--- config.mk ---
export PLATFORM = sky130hd
export DESIGN_NAME = usb_in_ep_scheduler
export DESIGN_NICKNAME = d
export VERILOG_FILES = /design/src/rtl/usb_in_ep_scheduler.sv
export SDC_FILE = /design/constraint.sdc
export NUM_CORES = 1
export LEC_CHECK = 0
export ABC_AREA = 1
export CAP_MARGIN = 20
export CORE_MARGIN = 10
export CORE_UTILIZATION = 45
export CTS_BUF_LIST = sky130_fd_sc_hd__clkbuf_8
export CTS_CLUSTER_SIZE = 16
export DETAILED_ROUTE_END_ITERATION = 10
export PLACE_DENSITY = 0.8
export SYNTH_ARGS = -nofsm -noshare
export SYNTH_HDL_FRONTEND = slang
export SYNTH_SLANG_ARGS = --single-unit
--- constraint.sdc ---
create_clock -name i_clk -period 6.1 [get_ports i_clk]
set_input_delay 0.915 -clock i_clk [delete_from_list [all_inputs] [get_ports i_clk]]
set_output_delay 0.915 -clock i_clk [all_outputs]
set_load 0.05 [all_outputs]
--- src/rtl/usb_in_ep_scheduler.sv ---
// Round-robin arbiter sharing the PE IN-endpoint byte write port; one packet per grant.
// Zero-latency byte path (ready/put/data are combinational on the grant); dataDone one cycle after a closing byte.
module usb_in_ep_scheduler #(
   parameter int N_EP_IN            = 2,
   parameter int MAX_IN_PACKET_SIZE = 32,
   parameter int FLUSH_CYCLES       = 1024
) (
   input  logic                   i_clk,
   input  logic                   i_rst,
   input  logic [N_EP_IN-1:0]     i_req_valid,
   input  logic [8*N_EP_IN-1:0]   i_req_data,
   input  logic [N_EP_IN-1:0]     i_req_last,
   output logic [N_EP_IN-1:0]     o_req_ready,
   input  logic [N_EP_IN-1:0]     i_inEp_dataFree,
   output logic [N_EP_IN-1:0]     o_inEp_dataPut,
   output logic [7:0]             o_inEp_data,
   output logic [N_EP_IN-1:0]     o_inEp_dataDone,
   input  logic [N_EP_IN-1:0]     i_inEp_acked,
   output logic [N_EP_IN-1:0]     o_grant,
   output logic [15:0]            o_ackCount
);

   localparam int IDX_W = (N_EP_IN > 1) ? $clog2(N_EP_IN) : 1;
   localparam int PKT_W = $clog2(MAX_IN_PACKET_SIZE) + 1;
   localparam int TMR_W = $clog2(FLUSH_CYCLES) + 1;
   localparam int CNT_W = $clog2(N_EP_IN + 1);

   typedef enum logic [1:0] {
      ARB_IDLE,
      ARB_FILL,
      ARB_CLOSE
   } arb_state_e;

   arb_state_e           state_q;
   logic [IDX_W-1:0]     g_q;
   logic [IDX_W-1:0]     rr_q;
   logic [PKT_W-1:0]     pkt_q;
   logic [TMR_W-1:0]     tmr_q;
   logic [N_EP_IN-1:0]   grant_q;
   logic [N_EP_IN-1:0]   done_q;
   logic [15:0]          ack_q;

   logic [N_EP_IN-1:0]   elig_d;
   logic                 g_valid_d;
   logic                 g_last_d;
   logic                 g_free_d;
   logic [7:0]           g_data_d;
   logic                 xfer_d;
   logic [N_EP_IN-1:0]   ready_d;
   logic [N_EP_IN-1:0]   put_d;
   logic [7:0]           data_d;
   logic                 pick_vld_d;
   logic [IDX_W-1:0]     pick_idx_d;
   logic [IDX_W-1:0]     cand_d;
   logic [IDX_W-1:0]     g_next_d;
   logic [PKT_W-1:0]     pkt_inc_d;
   logic                 full_d;
   logic [TMR_W-1:0]     tmr_inc_d;
   logic                 timeout_d;
   logic [CNT_W-1:0]     acks_d;

   function automatic logic [N_EP_IN-1:0] onehot(input logic [IDX_W-1:0] idx);
      logic [N_EP_IN-1:0] v;
      v      = '0;
      v[idx] = 1'b1;
      return v;
   endfunction

   assign elig_d = i_req_valid & i_inEp_dataFree;

   // Granted requester is muxed straight onto the PE port, no pipeline stage.
   always_comb begin
      g_valid_d = i_req_valid[g_q];
      g_last_d  = i_req_last[g_q];
      g_free_d  = i_inEp_dataFree[g_q];
      g_data_d  = i_req_data[{g_q, 3'b000} +: 8];
      xfer_d    = (state_q == ARB_FILL) && g_valid_d && g_free_d;
      ready_d   = '0;
      put_d     = '0;
      data_d    = 8'h00;
      if (state_q == ARB_FILL) begin
         ready_d[g_q] = g_free_d;
      end
      if (xfer_d) begin
         put_d[g_q] = 1'b1;
         data_d     = g_data_d;
      end
   end

   always_comb begin
      pick_vld_d = 1'b0;
      pick_idx_d = '0;
      cand_d     = '0;
      for (int k = 0; k < N_EP_IN; k++) begin
         cand_d = IDX_W'((int'(rr_q) + k) % N_EP_IN);
         if (!pick_vld_d && elig_d[cand_d]) begin
            pick_vld_d = 1'b1;
            pick_idx_d = cand_d;
         end
      end
   end

   assign g_next_d  = (int'(g_q) == N_EP_IN - 1) ? '0 : g_q + 1'b1;
   assign pkt_inc_d = pkt_q + 1'b1;
   assign full_d    = (pkt_inc_d == PKT_W'(MAX_IN_PACKET_SIZE));
   assign tmr_inc_d = (tmr_q == '1) ? tmr_q : tmr_q + 1'b1;
   // The idle cycle that brings the timer to FLUSH_CYCLES-1 is the one that closes.
   assign timeout_d = (tmr_inc_d == TMR_W'(FLUSH_CYCLES - 1));

   always_ff @(posedge i_clk or posedge i_rst) begin
      if (i_rst) begin
         state_q <= ARB_IDLE;
         g_q     <= '0;
         rr_q    <= '0;
         pkt_q   <= '0;
         tmr_q   <= '0;
         grant_q <= '0;
         done_q  <= '0;
      end else begin
         done_q <= '0;
         case (state_q)
            ARB_IDLE: begin
               if (pick_vld_d) begin
                  g_q     <= pick_idx_d;
                  pkt_q   <= '0;
                  tmr_q   <= '0;
                  grant_q <= onehot(pick_idx_d);
                  state_q <= ARB_FILL;
               end
            end
            ARB_FILL: begin
               if (xfer_d) begin
                  pkt_q <= pkt_inc_d;
                  tmr_q <= '0;
                  if (g_last_d && !full_d) begin
                     done_q  <= onehot(g_q);
                     state_q <= ARB_CLOSE;
                  end else if (full_d) begin
                     // PE closes a full buffer itself, so no dataDone here.
                     grant_q <= '0;
                     rr_q    <= g_next_d;
                     state_q <= ARB_IDLE;
                  end
               end else begin
                  tmr_q <= tmr_inc_d;
                  if (!g_free_d) begin
                     grant_q <= '0;
                     rr_q    <= g_next_d;
                     state_q <= ARB_IDLE;
                  end else if (timeout_d && (pkt_q != '0)) begin
                     done_q  <= onehot(g_q);
                     state_q <= ARB_CLOSE;
                  end else if (timeout_d) begin
                     grant_q <= '0;
                     rr_q    <= g_next_d;
                     state_q <= ARB_IDLE;
                  end
               end
            end
            ARB_CLOSE: begin
               grant_q <= '0;
               rr_q    <= g_next_d;
               state_q <= ARB_IDLE;
            end
            default: begin
               grant_q <= '0;
               state_q <= ARB_IDLE;
            end
         endcase
      end
   end

   always_comb begin
      acks_d = '0;
      for (int k = 0; k < N_EP_IN; k++) begin
         acks_d = acks_d + CNT_W'(i_inEp_acked[k]);
      end
   end

   always_ff @(posedge i_clk or posedge i_rst) begin
      if (i_rst) begin
         ack_q <= '0;
      end else begin
         ack_q <= ack_q + 16'(acks_d);
      end
   end

   assign o_req_ready     = ready_d;
   assign o_inEp_dataPut  = put_d;
   assign o_inEp_data     = data_d;
   assign o_inEp_dataDone = done_q;
   assign o_grant         = grant_q;
   assign o_ackCount      = ack_q;

endmodule

==> results.txt, run 1 <==
* Synth warn: 0
* Clock tree from TritonCTS: done
- Area of the die: 8800 um2
- The region available for standard cell placement spans roughly 5200 um2.
- Longest individual stage delay on the worst path: about 0.8 ns
- Derived from the worst setup path, the maximum achievable clock frequency is about 0.26 GHz.
- DR pass1 iterations: 5
* Kind of launch point of the worst setup path: input pin
- Worst slew pin tran: approximately 0.53 ns
* Worst reg2reg endpoint: o_ackCount[14]
* Top cell type's share of synthesized area: 0.419
- Synth Net Count: about 330
* Finished layout cell area: between 3000 and 4000 um2
* Post-placement cell count: 426
- Measured in cells, the most critical reg-to-reg path has a length of 11.
* Die Span Y: ~94 um
- The detail route stage leaves a number of antenna-violating nets equal to 0.
- Fraction of power spent switching nets: 0.481
- Final standard cell count with taps included and fillers excluded: 434
- After detailed routing, the number of remaining DRC violations is 0.
- After technology mapping, the gate count stands at between 200 and 300.
* Worst Path Required: between 5 and 6 ns
- The path with the worst hold slack has its endpoint at o_ackCount[15].
- Standby leakage power: between 0.001 and 0.0015 uW
* # Post-CTS Setup Buffers: 0
* Status: completed
- Standard cell area after detailed placement: a little over 3000 um2
* Category of the worst setup path capture point: output pin
- The floorplan has 26 rows.
- Buffers inserted to repair hold after CTS numbered 0.
- The first global-routing pass estimated ~10000 um of wire.
- Leading area contributor after synthesis: sky130_fd_sc_hd__dfrtp_1
- Initial core utilization: 0.471
- Uppermost metal layer occupied by signal nets: met4
* Initial antenna violation count: 0
- Cell class contributing the biggest share of worst-path delay: buffers and inverters
- In the final layout, the share of cells above drive strength 1 is 0.0989.
* Maximum number of buffers from clock root to sink: 2
* Fillers: between 400 and 500
* Number of nets in the final layout: between 300 and 400
- The path class of the tightest hold or removal check is flop to flop.
* Setup_tns: 0 ns
* Worst max-slew margin expressed relative to the limit: 0.647
- Combined area of all synthesized cells: roughly 2500 um2
- CTS built an H-tree with a depth of 2.
- Unrepaired setup endpoints after global routing: false
* Cell-internal power: 647 uW
* Detailed-routed wire length on met2: roughly 2800 um
- After detailed routing, the number of vias per cell comes to roughly 5.1.
- Final hold viol count: 0
- Across all layers, the routed design uses ~2200 vias.
* Register-to-register setup slack: roughly 3.7 ns
- The largest individual stage delay along the critical path comes from the cell sky130_fd_sc_hd__clkdlybuf4s50_1.
* Flops & latches, synth: 41
- The worst hold path begins at o_ackCount[15].
- Total met3 wirelength after detailed routing: roughly 660 um
- The clock period could shrink to between 3 and 4 ns.
- Die extent in x: between 90 and 100 um
- Combined buffer and inverter count along the critical path: 3
- Most area-consuming cells after synthesis: sky130_fd_sc_hd__dfrtp_1 42%, sky130_fd_sc_hd__nand2_1 11%, sky130_fd_sc_hd__inv_1 6.6%, sky130_fd_sc_hd__xor2_1 6.1%, sky130_fd_sc_hd__nand3_1 3.5%
- During placement, the flow inserted port buffers numbering 57.
- Power spread over the standard cell area amounts to approximately 390 nW/um2.
- Buffers inserted during clock tree synthesis total 5.
- Of the available clock period, the critical path in the final layout requires 0.635.
* DR WL/cell: 13.3 um
- Synth-to-Final Area Change: 31.0%
- Wires add up to roughly 5800 um.
- Detailed placement HPWL: between 4000 and 5000 um
* Worst-path clk slew: roughly 0.09 ns
- Count of pins on the block boundary: 58
- Vias in the first global route: around 2300
- Of the total power, registers draw 0.328.
- Across the run, the number of max-cap violations was 0.
* Arrival time of data at the critical path endpoint: a little under 3 ns
- Combinational group share of total power: 0.523
- The number of max-slew violations in the final report came to 0.
* Number of different library cells in the post-synthesis netlist: 33
- Largest voltage drop on the vdd net: 220 uV
- After clock tree synthesis, the repair step resized 0 gates.
- The total overflow left after global routing is 0.
* Clock group share of total power: 0.149
- Critical Setup Path Class: input pin to output pin
* Count of endpoints failing setup in the final report: 0
* Depth of the critical timing path with buffers and inverters included: 7
- On the final layout, the worst clock skew is approximately 0.011 ns.
- In this design, the critical path's most frequently occurring cell is sky130_fd_sc_hd__clkdlybuf4s50_1.
* Number of sinks driven by the clock tree: 41
- Summed over all nets, the switching power comes to about 600 uW.
- Skew-Pair Late Insertion Delay: 0.30 ns
- 0 antenna diodes ended up in the layout.
- Largest fanout of any net on the critical path: 9
* Number of cells on the worst hold path: 1
- Across every metal layer, demand over resource in global routing totals 0.140.
- Metal1 wirelength: 2240 um
* Iteration-0 DRC Markers: 135
* Worst R2R Start: o_ackCount[0]
- A synthesized cell averages between 8 and 9 um2.
- Cell chosen for the clock root: sky130_fd_sc_hd__clkbuf_8
* Worst path cell trace: clkdlybuf4s50_1 -> o21ai_1 -> nor2_2 -> nand2_1 -> clkinv_1 -> a22o_1 -> clkdlybuf4s50_1
- Sequential fraction of the synthesis area: 0.419
- Gp weighted congestion: just under 0.9
- Minimum hold slack: 0.475 ns
* Largest net degree at the start of global routing: between 40 and 50
- Post-layout total power: 1250 uW
## sequential cells by signal, indices dropped and copies added (netlist names)
name	count
o_inEp_dataDone	2
tmr_q	11
pkt_q	6
o_ackCount	16
g_q	1
o_grant	2
rr_q	1
state_q	2
## per-layer routing
| layer | global-route usage | up-vias |
|---|---|---|
| met5 | 0 | - |
| met4 | 0.0608 | 0 |
| met3 | 0.0608 | 10 |
| met2 | 0.236 | 87 |
| met1 | 0.149 | 1007 |
| li1 | - | 1090 |
## synth_stat cells
library cell / count
sky130_fd_sc_hd__xnor2_1: 3
sky130_fd_sc_hd__o21bai_1: 2
sky130_fd_sc_hd__nor2_2: 5
sky130_fd_sc_hd__nand4_1: 9
sky130_fd_sc_hd__a211oi_4: 1
sky130_fd_sc_hd__nand2_2: 3
sky130_fd_sc_hd__a21oi_1: 5
sky130_fd_sc_hd__inv_1: 43
sky130_fd_sc_hd__nor2_1: 22
sky130_fd_sc_hd__a22oi_1: 1
sky130_fd_sc_hd__nand4_2: 2
sky130_fd_sc_hd__nand3_4: 1
sky130_fd_sc_hd__ha_1: 6
sky130_fd_sc_hd__clkinv_1: 2
sky130_fd_sc_hd__nand3_1: 17
sky130_fd_sc_hd__dfrtp_1: 41
sky130_fd_sc_hd__nand2_4: 2
sky130_fd_sc_hd__o21ai_2: 1
sky130_fd_sc_hd__or2_2: 1
sky130_fd_sc_hd__nor3_2: 1
sky130_fd_sc_hd__fa_1: 1
sky130_fd_sc_hd__xor2_1: 17
sky130_fd_sc_hd__o22ai_1: 5
sky130_fd_sc_hd__nor3_1: 2
sky130_fd_sc_hd__a22o_1: 8
sky130_fd_sc_hd__a21oi_2: 2
sky130_fd_sc_hd__nor2_4: 4
sky130_fd_sc_hd__nand2_1: 69
sky130_fd_sc_hd__and2_1: 3
sky130_fd_sc_hd__nand3_2: 2
sky130_fd_sc_hd__inv_2: 2
sky130_fd_sc_hd__o21ai_1: 5
sky130_fd_sc_hd__o21ai_0: 10
## area by class of cell
cell class / count / area, um2 / share of cell area
sequential: 41 / 1030 / 0.320
tap: 70 / 87.6 / 0.0273
multi-input combinational: 210 / 1250 / 0.389
inverter: 47 / 176 / 0.0549
timing repair buffer: 58 / 578 / 0.180
clock inverter: 3 / 25.0 / 0.00779
clock buffer: 5 / 68.8 / 0.0214
## metrics by stage
step	utilization	worst slack (ns)
floorplan	-	2.96
global placement	0.599	2.27
detailed placement	0.599	2.22
CTS	0.617	2.22
global route	0.617	2.06
finish	0.617	2.23
## placed cells by master, fill, tap and decap left out, types with 2 or more instances in the layout
cell                              Yosys  layout
sky130_fd_sc_hd__xnor2_1              3       3
sky130_fd_sc_hd__nand2_1             69      69
sky130_fd_sc_hd__nor3_1               2       2
sky130_fd_sc_hd__a21oi_2              2       2
sky130_fd_sc_hd__nor2_1              22      22
sky130_fd_sc_hd__clkbuf_8             0       5
sky130_fd_sc_hd__o21bai_1             2       2
sky130_fd_sc_hd__o22ai_1              5       5
sky130_fd_sc_hd__inv_2                2       2
sky130_fd_sc_hd__dfrtp_1             41      41
sky130_fd_sc_hd__a21oi_1              5       5
sky130_fd_sc_hd__inv_1               43      43
sky130_fd_sc_hd__nand4_2              2       2
sky130_fd_sc_hd__nand3_1             17      17
sky130_fd_sc_hd__xor2_1              17      17
sky130_fd_sc_hd__a22o_1               8       8
sky130_fd_sc_hd__nor2_2               5       5
sky130_fd_sc_hd__o21ai_0             10      10
sky130_fd_sc_hd__nand3_2              2       2
sky130_fd_sc_hd__and2_1               3       3
sky130_fd_sc_hd__nand2_4              2       2
sky130_fd_sc_hd__clkinv_1             2       2
sky130_fd_sc_hd__clkdlybuf4s50_1      0      57
sky130_fd_sc_hd__nand4_1              9       9
sky130_fd_sc_hd__o21ai_1              5       5
sky130_fd_sc_hd__nand2_2              3       3
sky130_fd_sc_hd__ha_1                 6       6
sky130_fd_sc_hd__nor2_4               4       4
## power groups by stage
stage                     registers [uW]  clock network, uW  logic (uW)
after floorplan                      528                  0         336
final                                408                186         651
after global routing                 421                203         710
after global placement               409                  0         641
after CTS                            408                192         658
after detailed placement             413                  0         655
## cells by family after synthesis
kind of cell / count (synthesis) / share of synthesized area
fa+ha+maj: 7 / 0.0388
compound gates: 40 / 0.110
xor+xnor: 20 / 0.0715
buf+inv: 47 / 0.0720
flops: 41 / 0.419
simple gates: 143 / 0.289
## worst reg2reg max path, delay by kind of cell (launching register included)
| family | cells | cell delay (ns) |
|---|---|---|
| xor+xnor | 1 | 0.17 |
| buf+inv | 2 | 0.12 |
| flops | 1 | 0.36 |
| simple gates | 6 | 1.07 |
| fa+ha+maj | 2 | 0.57 |
## worst max path at each step
stage | from | endpoint
6_report | i_req_valid[0] | o_inEp_data[6]
3_5_place_dp | i_req_valid[0] | o_inEp_data[5]
4_1_cts | i_req_valid[0] | o_inEp_data[6]
2_1_floorplan | i_req_valid[0] | o_inEp_data[0]
5_1_grt | i_req_valid[0] | o_inEp_data[5]
3_3_place_gp | i_req_valid[0] | o_inEp_data[2]
Power figures use the tool's default switching activity.
==> run 2, diff against run 1 <==
PLACE_DENSITY = 0.83   (was 0.8)
clock period = 3.4 ns   (was 6.1 ns; I/O delays follow)
==> run 2 against run 1 <==
Via count is 1.1% lower. Combinational power increased by 78%. First-iteration DRC count shrank 23%. Clock power increased by 82%. Die area did not move. Count of clock-buffer cells in the layout did not move. Sequential share of layout area unchanged. Final area did not move. Power rose by 79%. Setup slack worse by 1.9 ns. Cell count did not move. Largest power group unchanged. Highest routed layer unchanged.
==> results.txt, run 2 (same netlist as run 1, synthesis figures left out) <==
- Status: completed (unchanged).
* Worst reg2reg endpoint: o_ackCount[14] (unchanged)
- GRT Max-Usage Layer: met2 (unchanged)
- Count of pins on the block boundary: 58 (unchanged)
- The worst path arrival time was 2.61 ns (was 2.96 ns).
* Skew-Pair Late Insertion Delay: 0.30 ns (about the same)
* Synth-to-Final Area Change: 31.0% (unchanged)
- The summed negative setup slack over all endpoints was 0 ns (unchanged).
- The critical path endpoint category was an output pin (unchanged).
* Global Route met1 Usage: 0.155 (was 0.149)
- The sequential cell area is 1030 um2 (unchanged).
- Minimum clock period: 3.12 ns
- Kind of launch point of the worst setup path: flop (was input pin)
- Maximum number of buffers from clock root to sink: 2 (unchanged)
- Final routed wirelength across all metal layers: 5740 um (was 5780 um)
- The largest voltage drop on the vdd net was 473 uV (was 220 uV).
- Dividing the final minimum period by the clock period gives 0.919.
- The final antenna diode count is 0 (unchanged).
* Cell chosen for the clock root: sky130_fd_sc_hd__clkbuf_8 (unchanged)
* Commonest non-fill, non-tap cell in the layout: sky130_fd_sc_hd__nand2_1 (unchanged)
* Area used by multi-input combinational logic: 1250 um2 (unchanged)
- First-pass GRT wire length: 10000 um (about the same)
* Area of the die: 8800 um2 (unchanged)
- DR WL/cell: 13.2 um (was 13.3 um)
- The share of final-layout standard cells stronger than drive strength 1 was 0.110 (was 0.0989).
- The slew at the pin closest to its max-slew limit is 0.523 ns (was 0.528 ns).
* Detailed placement HPWL: 4620 um (was 4560 um)
* Worst R2R Start: o_ackCount[0] (unchanged)
* Mean number of vias per cell: 5.00 (was 5.06)
- The chip width came to 93.8 um (unchanged).
- The placed instance area came to 3110 um2 (was 3120 um2).
- The combinational share of power came to 0.520 (was 0.523).
* Iteration-0 DRC Markers: 104 (was 135)
- Max H-tree Level: 2 (unchanged)
* Vias in the first global route: 2255 (was 2287)
- The global routing met2 resource utilization came to 0.219 (was 0.236).
* Number of placement rows: 26 (unchanged)
- Worst max-slew margin expressed relative to the limit: 0.650 (was 0.647)
* Minimum hold slack: 0.480 ns (was 0.475 ns)
* Source of the critical timing path: state_q[1] (was i_req_valid[0])
- Core Box Area: 5200 um2 (unchanged)
* Sequential group share of total power: 0.328 (about the same)
- Overall routing resource usage: 0.139 (was 0.140)
* Hold Path Class: flop to flop (unchanged)
- The share of the core filled with cells came to 0.617 (unchanged).
* Register-to-register setup slack: 1.09 ns (was 3.73 ns)
* Standby leakage power: 0.00156 uW (was 0.00148 uW)
- Depth of the most critical reg-to-reg path: 11 (unchanged)
* Largest net degree at the start of global routing: 31 (was 42)
* Total of max-cap violations: 0 (unchanged)
- The detailed-routing iteration count for the pre-antenna-repair pass is 4 (was 5).
- Setup slack of the critical path after layout: 0.276 ns (was 2.23 ns)
- Number of sinks driven by the clock tree: 41 (unchanged)
- Largest fanout of any net on the critical path: 9 (unchanged)
- CTS buffer count: 5 (unchanged)
* Fraction of power spent switching nets: 0.480 (was 0.481)
- Number of nets in the final layout: 396 (unchanged)
- The setup violation total in the final timing report is 0 (unchanged).
- The quantity of I/O buffers inserted on ports was 57 (unchanged).
- Worst-path clk slew: 0.09 ns (about the same)
- The summed area of non-filler cells in the final layout came to 3210 um2 (unchanged).
- The final weighted congestion in routability-driven placement was 0.922 (was 0.878).
* Power per standard cell area: 693 nW/um2 (was 388 nW/um2)
* Initial antenna violation count: 0 (unchanged)
* Aggregate global routing overflow: 0 (unchanged)
* Vias after detailed routing: 2170 (was 2194)
* DRC violations left: 0 (unchanged)
* Die Span Y: 93.8 um (unchanged)
- Cell-internal power: 1160 uW (was 647 uW)
* Number of buffers inserted for hold repair after clock tree synthesis: 0 (unchanged)
- The switching component of the power came to 1070 uW (was 599 uW).
* Crit path to: o_inEp_dataPut[0] (was o_inEp_data[6])
- The fill cell total of the finished layout came to 435 (was 471).
- Highest-count cells in the layout ignoring fill and taps: 69 x sky130_fd_sc_hd__nand2_1, 49 x sky130_fd_sc_hd__clkdlybuf4s50_1, 43 x sky130_fd_sc_hd__inv_1 (was 69 x sky130_fd_sc_hd__nand2_1, 57 x sky130_fd_sc_hd__clkdlybuf4s50_1, 43 x sky130_fd_sc_hd__inv_1)
- Met3 track utilization from global routing: 0.0679 (was 0.0608)
* Final number of max-transition violations: 0 (unchanged)
- The number of nets still failing antenna checks after routing came to 0 (unchanged).
- The initial core utilization was 0.471 (unchanged).
- The clock share of power is 0.152 (was 0.149).
* Worst Path Required: 2.89 ns (was 5.18 ns)
* Worst setup slack after placement: 0.312 ns (was 2.22 ns)
- The quantity of gates resized following cts is 0 (unchanged).
- The flip-flop count of the largest register, all copies and words added came to 16 (unchanged).
- # Post-CTS Setup Buffers: 0 (unchanged)
* Clock tree from TritonCTS: done (unchanged)
- Critical Setup Path Class: flop to output pin (was input pin to output pin)
- The number of hold-slack violations in the final timing report was 0 (unchanged).
- Final Skew: 0.00737 ns (was 0.0111 ns)
- FMAX: approximately 0.32 GHz
- Unrepaired setup endpoints after global routing: false (unchanged)
==> run 2: cell count changes in the layout (fill, tap and decap cells not counted), sizes merged <==
| cell | delta |
|---|---|
| buf | +4 |
| clkdlybuf4s50 | -8 |
| dlymetal6s2s | +4 |
==> run 2: cell type report <==
class                   count  share of cell area
repair buffers             58               0.180
flip-flops and latches     41               0.320
multi-input cells         210               0.389
well taps                  70              0.0273
inverters                  47              0.0549
clock buffers               5              0.0214
clock inverters             3             0.00779
==> run 2: critical path, cell delays in order, from the launching register on <==
cell and delay (ns):
sky130_fd_sc_hd__dfrtp_1 0.37, sky130_fd_sc_hd__inv_1 0.09, sky130_fd_sc_hd__ha_1 0.33, sky130_fd_sc_hd__o21ai_1 0.13, sky130_fd_sc_hd__nor2_2 0.21, sky130_fd_sc_hd__nand2_1 0.14
sky130_fd_sc_hd__clkinv_1 0.18, sky130_fd_sc_hd__clkdlybuf4s50_1 0.85
==> run 2: per-layer routing <==
layer	share of wire	vias to the layer above
met4	0.015	0
li1	-	1093
met3	0.10	6
met2	0.46	69
met5	0	-
met1	0.42	1002
==> run 2: worst min-delay path by stage <==
stage / startpoint / endpoint / cells after the start
3_5_place_dp: o_grant[0] / o_grant[0] / 2
4_1_cts: o_grant[0] / o_grant[0] / 2
3_3_place_gp: o_grant[0] / o_grant[0] / 2
5_1_grt: o_ackCount[15] / o_ackCount[15] / 1
2_1_floorplan: rr_q / rr_q / 2
6_report: o_ackCount[15] / o_ackCount[15] / 1
==> run 2: power by group through the flow <==
stage / combinational [uW] / sequential, uW / clock, uW
2_1_floorplan: 603 / 948 / 0
3_3_place_gp: 1140 / 735 / 0
3_5_place_dp: 1160 / 738 / 0
4_1_cts: 1170 / 730 / 345
5_1_grt: 1270 / 752 / 364
6_report: 1160 / 729 / 339
==> run 2: per-stage QoR <==
step	cells	total power [uW]
floorplan	298	1550
global placement	426	1880
detailed placement	426	1900
CTS	434	2240
global route	434	2380
finish	434	2220
==> run 3, diff against run 2 <==
CELL_PAD_IN_SITES_DETAIL_PLACEMENT = 0   (was default)
CELL_PAD_IN_SITES_GLOBAL_PLACEMENT = 1   (was default)
CORE_UTILIZATION = 33   (was 45)
CTS_BUF_LIST = default   (was sky130_fd_sc_hd__clkbuf_8)
==> run 3 against run 2 <==
Setup slack improved by 0.075 ns. Routed wire length is 2.0% higher. Clock skew fell by 0.00061 ns. Non-clock buffer count up 1. Flip-flop and latch count stayed put. Critical path depth stayed put. Hold slack got worse by 0.010 ns. Via count down 1.4%. Sequential power up 0.5%. Power increased by 3.4%. Clock power grew 17%.
==> results.txt, run 3 (same netlist as run 1, synthesis figures left out) <==
- Status: completed (unchanged).
* Die Span Y: 106 um (was 93.8 um)
* Worst R2R Start: o_ackCount[0] (unchanged)
- The initial antenna violation count was 0 (unchanged).
- The root buffer cell was sky130_fd_sc_hd__clkbuf_8 (unchanged).
- Standby leakage power: 0.00151 uW (was 0.00156 uW)
- Area of the die: 11300 um2 (was 8800 um2)
- DRC violations left: 0 (unchanged)
* Setup slack of the critical path after layout: 0.351 ns (was 0.276 ns)
- The quantity of I/O buffers inserted on ports was 57 (unchanged).
- The element type at the critical path start was an input pin (was flop).
- The total via count in the routed design was 2139 (was 2170).
* Overall routing resource usage: 0.107 (was 0.139)
- The share of final-layout standard cells stronger than drive strength 1 is 0.118 (was 0.110).
- Worst reg2reg endpoint: o_ackCount[14] (unchanged)
* Max reg flops: 16 (unchanged)
* # Post-CTS Setup Buffers: 0 (unchanged)
- Number of nets in the final layout: 397 (was 396)
- The number of CTS-inserted buffers is 5 (unchanged).
* Power per standard cell area: 707 nW/um2 (was 693 nW/um2)
* Mean number of vias per cell: 4.61 (was 5.00)
- Highest-count cells in the layout ignoring fill and taps: 69 x sky130_fd_sc_hd__nand2_1, 50 x sky130_fd_sc_hd__clkdlybuf4s50_1, 43 x sky130_fd_sc_hd__inv_1 (was 69 x sky130_fd_sc_hd__nand2_1, 49 x sky130_fd_sc_hd__clkdlybuf4s50_1, 43 x sky130_fd_sc_hd__inv_1).
- Skew-Pair Late Insertion Delay: 0.29 ns (was 0.30 ns)
- Final Skew: 0.00676 ns (was 0.00737 ns)
* Worst Path Required: 2.89 ns (about the same)
- The max-capacitance violation count is 0 (unchanged).
* Gp weighted congestion: 0.837 (was 0.922)
- The path type of the worst min-delay path is flop to flop (unchanged).
* Final routed wirelength across all metal layers: 5860 um (was 5740 um)
- Worst slew pin tran: 0.515 ns (was 0.523 ns)
- Register-to-register setup slack: 1.12 ns (was 1.09 ns)
- The post-layout minimum cycle time is 3.05 ns (was 3.12 ns).
- Final hold viol count: 0 (unchanged)
- Largest net degree at the start of global routing: 29 (was 31)
- The worst path arrival time came to 2.54 ns (was 2.61 ns).
- Setup_tns: 0 ns (unchanged)
* Core Box Area: 7250 um2 (was 5200 um2)
- Worst-path clk slew: 0.08 ns (was 0.09 ns)
- DR pass1 iterations: 4 (unchanged)
* Crit path to: o_inEp_data[1] (was o_inEp_dataPut[0])
- The row count came to 31 (was 26).
* Depth of the most critical reg-to-reg path: 11 (unchanged)
- The initial detailed-routing violation count was 79 (was 104).
* Max H-tree Level: 2 (unchanged)
* Commonest non-fill, non-tap cell in the layout: sky130_fd_sc_hd__nand2_1 (unchanged)
* First-pass GRT wire length: 10100 um (was 10000 um)
- The timing startpoint of the critical path is i_req_valid[0] (was state_q[1]).
- The chip width came to 106 um (was 93.8 um).
- The quantity of hold-fixing buffers added after cts was 0 (unchanged).
* Count of endpoints failing setup in the final report: 0 (unchanged)
- The final standard cell count with taps included and fillers excluded came to 464 (was 434).
* Unrepaired setup endpoints after global routing: false (unchanged)
- The share of the core filled with cells was 0.449 (was 0.617).
- The post-route fraction of the period consumed by the critical path was 0.897 (was 0.919).
- The quantity of gates resized following cts was 0 (unchanged).
- Clock tree from TritonCTS: done (unchanged)
- The maximum buffer depth of the clock tree came to 2 (unchanged).
- The total number of clock tree sinks came to 41 (unchanged).
* Largest fanout of any net on the critical path: 9 (unchanged)
- The area growth from synthesis to layout came to 32.8% (was 31.0%).
- The estimated wirelength of the detail-placed design is 4740 um (was 4620 um).
- Worst max-slew margin expressed relative to the limit: 0.655 (was 0.650)
- The setup slack after placement came to 0.369 ns (was 0.312 ns).
- Diodes inserted: 0 (unchanged)
* DR WL/cell: 12.6 um (was 13.2 um)
- Count of pins on the block boundary: 58 (unchanged)
* Category of the worst setup path capture point: output pin (unchanged)
- Aggregate global routing overflow: 0 (unchanged)
- FMAX: 0.328 GHz (was 0.320 GHz)
- Post-placement cell count: 456 (was 426)
- Initial core utilization: 0.338 (was 0.471)
- The number of global-route vias before repair came to 2228 (was 2255).
- The number of max-slew violations in the final report came to 0 (unchanged).
- The number of nets still failing antenna checks after routing came to 0 (unchanged).
* Critical Setup Path Class: input pin to output pin (was flop to output pin)
* Largest voltage drop on the vdd net: 252 uV (was 473 uV)
[run 3: changes by cell type in the layout (fill, tap and decap cells not counted)]
| cell | change |
|---|---|
| sky130_fd_sc_hd__clkbuf_1 | +1 |
| sky130_fd_sc_hd__buf_4 | +4 |
| sky130_fd_sc_hd__clkinvlp_4 | -1 |
| sky130_fd_sc_hd__clkdlybuf4s50_1 | +1 |
| sky130_fd_sc_hd__bufinv_16 | +1 |
| sky130_fd_sc_hd__dlymetal6s2s_1 | -4 |
| sky130_fd_sc_hd__inv_6 | -1 |
[run 3: how the worst min path moves through the flow]
stage,from,endpoint,slack (ns),depth (start not counted)
2_1_floorplan,rr_q,rr_q,0.44,2
3_3_place_gp,o_grant[0],o_grant[0],0.46,2
3_5_place_dp,o_ackCount[15],o_ackCount[15],0.47,1
4_1_cts,o_ackCount[15],o_ackCount[15],0.48,1
5_1_grt,o_ackCount[15],o_ackCount[15],0.50,1
6_report,o_ackCount[15],o_ackCount[15],0.47,1
[run 3: where the power goes]
part	leakage, uW	internal, uW	total [uW]	switching [uW]
clock network	0.0000554	221	396	175
registers	0.000533	613	733	120
logic	0.000923	401	1170	771
[run 3: cell type report]
| type | count | area (um2) |
|---|---|---|
| Fill cell | 719 | 4000 |
| Multi-Input combinational cell | 210 | 1250 |
| Sequential cell | 41 | 1030 |
| Timing Repair Buffer | 59 | 568 |
| Inverter | 47 | 176 |
| Tap cell | 99 | 124 |
| Clock buffer | 6 | 72.6 |
| Clock inverter | 2 | 38.8 |
[run 3: worst max-delay path, cell delays in order]
cell and delay (ns):
sky130_fd_sc_hd__clkdlybuf4s50_1 0.48, sky130_fd_sc_hd__o21ai_1 0.08, sky130_fd_sc_hd__nor2_2 0.18, sky130_fd_sc_hd__nand2_1 0.14
sky130_fd_sc_hd__clkinv_1 0.17, sky130_fd_sc_hd__a22o_1 0.17, sky130_fd_sc_hd__clkdlybuf4s50_1 0.81
[run 3: per-layer routing]
metal  GRT usage  part of all wire  up-vias  routed length [um]
met3      0.0465             0.089        4                 520
met2       0.171              0.45       61                2660
met4      0.0329            0.0097        0                  57
met1       0.127              0.45      980                2620
li1            -                 -     1094                   -
met5           0                 0        -                   0
[run 3: stage by stage]
stage | area (um2) | hold WS, ns | power, uW
5_1_grt | 3250 | 0.502 | 2470
3_5_place_dp | 3140 | 0.466 | 1920
4_1_cts | 3250 | 0.477 | 2330
2_1_floorplan | 2450 | 0.443 | 1550
6_report | 3250 | 0.469 | 2300
3_3_place_gp | 3140 | 0.461 | 1910
